$ cat config.mk
export PLATFORM = sky130hd
export DESIGN_NAME = axis_downsize
export DESIGN_NICKNAME = d
export VERILOG_FILES = /design/src/rtl/axis_downsize.sv
export SDC_FILE = /design/constraint.sdc
export NUM_CORES = 1
export LEC_CHECK = 0
export CORE_MARGIN = 3
export CORE_UTILIZATION = 41
export DETAILED_ROUTE_END_ITERATION = 10
export HOLD_SLACK_MARGIN = 0.08
export PLACE_DENSITY_LB_ADDON = 0.1
export RECOVER_POWER = 100
export SETUP_SLACK_MARGIN = 0.1
export SLEW_MARGIN = 15
export SYNTH_ARGS = -nofsm -noshare
export SYNTH_HDL_FRONTEND = slang
export SYNTH_SLANG_ARGS = --single-unit
$ cat constraint.sdc
create_clock -name clk -period 5.5 [get_ports clk]
set_clock_uncertainty 0.15 [all_clocks]
set_input_delay 1.1 -clock clk [delete_from_list [all_inputs] [get_ports clk]]
set_output_delay 1.1 -clock clk [all_outputs]
set_load 0.02 [all_outputs]
$ cat src/rtl/axis_downsize.sv
// axis_downsize
// Stream width down-converter. Each accepted wide input beat is held and
// replayed as up to RATIO narrow output beats, least-significant lane first.
// A run-time lane count trims unused upper lanes, and the input TLAST is
// carried only on the final narrow beat of the held word.
//
// Ports:
//   clk              sole clock, rising edge
//   resetn           asynchronous active-low reset
//   lane_count       lanes emitted per input beat (0 or >RATIO means RATIO)
//   AXIS_RX_*        wide AXI-Stream slave (TDATA/TLAST/TVALID in, TREADY out)
//   AXIS_TX_*        narrow AXI-Stream master (TDATA/TLAST/TVALID out, TREADY in)
//   pkt_count        number of completed output packets, wraps at 2^32
module axis_downsize #(
  parameter int DIN_WIDTH  = 256,
  parameter int DOUT_WIDTH = 32,
  localparam int RATIO     = DIN_WIDTH / DOUT_WIDTH,
  localparam int LW        = $clog2(RATIO) + 1
) (
  input  logic                  clk,
  input  logic                  resetn,
  input  logic [LW-1:0]         lane_count,
  input  logic [DIN_WIDTH-1:0]  AXIS_RX_TDATA,
  input  logic                  AXIS_RX_TLAST,
  input  logic                  AXIS_RX_TVALID,
  output logic                  AXIS_RX_TREADY,
  output logic [DOUT_WIDTH-1:0] AXIS_TX_TDATA,
  output logic                  AXIS_TX_TLAST,
  output logic                  AXIS_TX_TVALID,
  input  logic                  AXIS_TX_TREADY,
  output logic [31:0]           pkt_count
);

  // Index width needed to select one of RATIO lanes.
  localparam int IW = (RATIO > 1) ? $clog2(RATIO) : 1;

  logic [DIN_WIDTH-1:0]  r_hold;
  logic [LW-1:0]         r_lane;
  logic [LW-1:0]         r_nl;
  logic                  r_last;
  logic                  r_full;
  logic [31:0]           r_pkt_count;

  logic [LW-1:0]         w_nl_sane;
  logic                  w_final_lane;
  logic                  w_rx_ready;
  logic                  w_rx_accept;
  logic                  w_tx_hs;
  logic [DOUT_WIDTH-1:0] w_lane_data [RATIO];

  // Out-of-range lane counts (zero or above RATIO) fall back to all lanes.
  always_comb begin
    w_nl_sane = lane_count;
    if ((lane_count == '0) || (lane_count > LW'(RATIO)))
      w_nl_sane = LW'(RATIO);
  end

  assign w_final_lane = (r_lane == LW'(r_nl - LW'(1)));

  // Ready looks straight through to TX_TREADY on the final lane so a new
  // wide word can be loaded on the same edge the last narrow beat leaves.
  assign w_rx_ready  = resetn & (~r_full | (AXIS_TX_TREADY & w_final_lane));
  assign w_rx_accept = AXIS_RX_TVALID & w_rx_ready;
  assign w_tx_hs     = r_full & AXIS_TX_TREADY;

  // Lane slices of the held word; the lane index never exceeds RATIO-1, so
  // its low bits are enough to select.
  for (genvar g = 0; g < RATIO; g++) begin : g_lanes
    assign w_lane_data[g] = r_hold[g*DOUT_WIDTH +: DOUT_WIDTH];
  end

  assign AXIS_RX_TREADY = w_rx_ready;
  assign AXIS_TX_TDATA  = w_lane_data[r_lane[IW-1:0]];
  assign AXIS_TX_TVALID = r_full;
  assign AXIS_TX_TLAST  = r_full & r_last & w_final_lane;
  assign pkt_count      = r_pkt_count;

  // Hold register and lane sequencing. A reload on accept takes priority
  // over retiring the final lane, which keeps the stream bubble-free.
  always_ff @(posedge clk or negedge resetn) begin
    if (!resetn) begin
      r_hold <= '0;
      r_lane <= '0;
      r_nl   <= LW'(RATIO);
      r_last <= 1'b0;
      r_full <= 1'b0;
    end else if (w_rx_accept) begin
      r_hold <= AXIS_RX_TDATA;
      r_lane <= '0;
      r_nl   <= w_nl_sane;
      r_last <= AXIS_RX_TLAST;
      r_full <= 1'b1;
    end else if (w_tx_hs) begin
      if (w_final_lane)
        r_full <= 1'b0;
      else
        r_lane <= r_lane + LW'(1);
    end
  end

  // Completed-packet counter, stepped on every TLAST handshake.
  always_ff @(posedge clk or negedge resetn) begin
    if (!resetn)
      r_pkt_count <= '0;
    else if (w_tx_hs && AXIS_TX_TLAST)
      r_pkt_count <= r_pkt_count + 32'd1;
  end

endmodule

After elaboration in Yosys (flattened, before gate mapping) --
Index checks and enable logic that the tools add are counted.
Word-level totals: output and inout bits 67, bits in registers 298, logic and storage cells 39, bits of input ports 265
Operators by class: bitwise logic cells 9, muxes and demuxes 10, $lt $le $gt $ge 2, reductions and logical operators 7, equality and inequality tests 2, add/subtract/negate cells 3
Operators by type and width (count):
- $bmux 32 s3 | 1
- $mux 32 | 2
- $add 32x1->32 const B | 1
- $mux 4 | 4
- $and 1x1->1 | 6
- $add 4x1->4 const B | 1
- $eq 4x4->1 | 1
- $ge 4x4->1 const B | 1
- $gt 4x4->1 const B | 1
- $logic_not 4->1 | 1
- $not 3->4 | 1
- $reduce_and 2->1 | 2
- $reduce_bool 2->1 | 2
- $sub 4x1->4 const B | 1
- $mux 1 | 3
- $ne 2x1->1 const B | 1
- $logic_and 1x1->1 | 1
- $logic_or 1x1->1 | 1
- $not 1->1 | 1
- $or 1x1->1 | 1

Logic depth before layout (Yosys ltp) --
depth in word-level cells 8, mapped depth 10, depth with buffers taken out 7

Worst setup path after synthesis --
OpenSTA, ideal clock, no wires.
path type register -> output, start point reg r_nl[0], end point out AXIS_RX_TREADY, cell stages (with the launch flop) 9, path buffers 1, setup slack 2.054 ns, arrival 2.196 ns, required time 4.250 ns, cell sequence dfrtp_1 > inv_1 > ha_1 > xor3_1 > nor3_4 > and2_1 > clkbuf_1 > nand2_1 > a21boi_0
On the way: cells in the longest elaborated chain, start to end 5
RTL lines:
- start: declaration | line 39 | logic [LW-1:0] r_nl;
- start signal: assignment | line 84 | r_nl <= LW'(RATIO);
- start signal: assignment | line 90 | r_nl <= w_nl_sane;
- $sub 4x1->4 | line 58 | assign w_final_lane = (r_lane == LW'(r_nl - LW'(1)));
- $eq 4x4->1 | line 58
- $and 1x1->1 | line 62 | assign w_rx_ready = resetn & (~r_full | (AXIS_TX_TREADY & w_final_lane));
- $or 1x1->1 | line 62
- $and 1x1->1 | line 62
- end: declaration | line 26 | output logic AXIS_RX_TREADY,
Every way passes these cells.

Final worst setup path --
start point reg r_lane[1], end point out AXIS_TX_TDATA[1]
On the way: cells in the longest elaborated chain, start to end 4
RTL lines:
- start: declaration | line 38 | logic [LW-1:0] r_lane;
- start signal: assignment | line 97 | r_lane <= r_lane + LW'(1);
- $not 3->4 (implied by the code) | line 73 | assign AXIS_TX_TDATA = w_lane_data[r_lane[IW-1:0]];
- $bmux 32 s3 | line 73
- $mux 32 (implied by the code) (2 in a row) | line 73
- end: declaration | line 27 | output logic [DOUT_WIDTH-1:0] AXIS_TX_TDATA,
Every way passes these cells. The select of a mux whose other input is x is not followed.

==> metrics.md <==
| Metric | Value |
|---|---|
| DP HPWL | 22.6 mm |
| Number of vias per cell | ~5 |
| TritonCTS Buffers | 35 |
| Worst Hold Endpoint | pkt_count[31] |
| Chip width | 188 um |
| DP Worst Slack | 1.40 ns |
| # nets final | about 1400 |
| Worst-margin pin slew | approximately 2.7 ns |
| PortBufs | 331 |
| Fmax | 0.203 GHz |
| Post-Syn Instances | 847 |
| All-Layer GR Usage | 0.186 |
| Crit path kind | flop to output pin |
| Hold Path Depth | 1 |
| Bufs on Longest Clock Path | 3 |
| Ys Warns | 0 |
| CTS H-Tree Depth | 2 |
| WL met2 | 15.8 mm |
| Initial Util | 0.417 |
| Hold WS | 0.314 ns |
| P per Cell Area | 544 nW/um2 |
| Max Slew Vio Count | approximately 160 |
| Fin. Hold Viols | 0 |
| Worst ir drop on vdd | between 0.3 and 0.4 mV |
| Worst reg2reg path depth | 5 |
| Met1 Wirelength | 13.9 mm |
| Critical path arrival | between 3 and 4 ns |
| Met3 WL | 2.59 mm |
| Core Region | between 30000 and 40000 um2 |
| Site row count | 66 |
| Global placer's final weighted congestion | between 0.7 and 0.8 |
| Reg2reg setup slack | 1.02 ns |
| Total number of vias | 8220 |
| # IOs | 332 |
| Max_cap viols | 3 |
| Starting DRT DRC Count | 290 |
| Hold-fix buffers, CTS | 0 |
| Fin Setup TNS | 0 ns |
| Fraction of layout cells with a size suffix above 1 | 0.309 |
| Lkg Pwr | 7.99 nW |
| Synth Register Bits | 298 |
| Hold path start | pkt_count[31] |
| Seq/Total Area, Yosys | 0.547 |
| Die H | 188 um |
| Worst R2R Start | r_lane[0] |
| Post-cts sizing count | 0 |
| EDFF count, synth | 0 |
| Vias in the first global route | 8957 |
| Initial antenna violation count | 6 |
| First-pass GRT wire length | 51.8 mm |
| Netlist Area Pre-Place | 13600 um2 |
| CP Capture Type | output pin |
| Post-CTS Setup Inserts | 0 |
| CTS tree | yes |
| Fraction of registers with async set/reset | 1.00 |
| Crit share post-route | 0.895 |
| Slew margin rel. | -0.843 |
| Clock transition at path regs | around 0.060 ns |
| DRC Markers | 0 |
| Synth top area cells | dfrtp_1, mux2_2, mux4_2 |
| Largest net degree at the start of global routing | 99 |
| End of the worst register-to-register path | r_hold[195] |
| Final setup violation count | 0 |
| Final worst setup slack | between 0.5 and 0.6 ns |
| Syn_nets | ~1100 |
| Max Fanout on Critical Path | between 40 and 50 |
| Area leader, netlist | dfrtp_1 |
| Antenna Violating Nets Remaining | 0 |
| Area growth syn-to-layout | 34.0% |
| Worst EP required | roughly 4.3 ns |
| Top layer in use | met5 |
| Clock period minus worst slack | 4.92 ns |
| Root Buffer | clkbuf_16 |
| Final wirelength | 32.9 mm |
| Clk Latency, worst-skew pair | 0.50 ns |
| Worst setup SP type | flop |
| Routed length per instance | 20.0 um |
| Initial DRT Pass Iterations | 4 |
| Syn avg cell area | 16.1 um2 |
| Min-Delay Path Class | flop to flop |
| Primary FF master, synth | dfrtp_1 |
| Outcome | finished, violations left |
| Total congestion overflow | 0 |
| Die area | 35500 um2 |
| RSZ-0062 raised after global routing | false |
| Violated checks | capacitance limit, slew limit |
| Share of the synthesized area in the top cell type | 0.545 |
| Count of cell types in the netlist | 37 |
| Clk sinks | a little under 300 |
report_power, final:
part | internal [mW] | total [mW] | switching [mW]
clock | 1.39 | 2.26 | 0.863
combinational | 2.46 | 3.96 | 1.50
sequential | 3.15 | 3.73 | 0.580
total | 7.00 | 9.95 | 2.95
how the worst max path moves through the flow:
| stage | from | to | slack (ns) | depth (start not counted) |
|---|---|---|---|---|
| global placement | r_lane[0] | AXIS_TX_TDATA[2] | 1.42 | 4 |
| finish | r_lane[1] | AXIS_TX_TDATA[1] | 0.58 | 4 |
| global route | r_lane[1] | AXIS_TX_TDATA[1] | 0.37 | 4 |
| detailed placement | r_lane[0] | AXIS_TX_TDATA[2] | 1.40 | 4 |
| CTS | r_lane[0] | AXIS_TX_TDATA[2] | 0.86 | 4 |
| floorplan | r_nl[0] | AXIS_RX_TREADY | 2.05 | 8 |
final cells by class:
cell class	instances	area [um2]
Antenna cell	8	20.0
Clock buffer	52	1080
Clock inverter	4	45.0
Fill cell	2734	14400
Inverter	8	30.0
Multi-Input combinational cell	487	5640
Sequential cell	298	7470
Tap cell	442	553
Timing Repair Buffer	343	3450
state kept, by name, summed over array words and instances (netlist names):
name / count
r_lane: 4
r_nl: 4
r_hold: 256
pkt_count: 32
AXIS_TX_TVALID: 1
r_last: 1
routing by layer:
layer  GRT usage  vias to the layer above
met3      0.0612                       39
met2       0.300                      239
met4      0.0501                        4
li1            -                     3774
met1       0.244                     4164
met5           0                        -
cell usage in the layout (no fill, tap or decap), types with 9 or more instances in the layout:
cell type and n:
nand2_1 13, dlygate4sd3_1 39, xor2_1 22, clkdlybuf4s50_1 291, and3_1 9, dfrtp_1 294
mux2_1 56, nor3_1 15, mux2_2 226, nor2_1 14, xnor2_1 13, clkbuf_16 37
mux4_2 64, clkbuf_8 10
through the flow:
step | std cells | power [mW] | cell area (um2) | util
3_5_place_dp | 1578 | 8.00 | 17400 | 0.532
2_1_floorplan | 847 | 6.60 | 13600 | -
6_report | 1642 | 9.95 | 18300 | 0.559
4_1_cts | 1634 | 10.3 | 18500 | 0.566
5_1_grt | 1638 | 10.6 | 18300 | 0.559
3_3_place_gp | 1578 | 7.93 | 17400 | 0.532
Yosys cell counts (13+ instances only):
master	n
dfrtp_1	297
mux2_2	226
mux2_4	64
mux4_2	64
buf_2	24
xor2_1	22
clkbuf_1	17
nor3_1	15
nand2_1	13
nor2_1	13
xnor2_1	13
logic make-up after synthesis:
| kind of cell | count (synthesis) | share of synthesized area |
|---|---|---|
| mux | 354 | 0.363 |
| flops | 298 | 0.547 |
| fa+ha+maj | 3 | 0.00275 |
| compound gates | 16 | 0.00890 |
| xor+xnor | 36 | 0.0242 |
| simple gates | 78 | 0.0307 |
| buf+inv | 62 | 0.0242 |
worst max-delay path: stages, from the launching register on:
cell and delay (ns):
dfrtp_4 0.64, clkbuf_2 1.14, mux4_2 0.44, mux2_2 0.27, dlygate4sd3_1 0.65
Power figures use the tool's default switching activity.
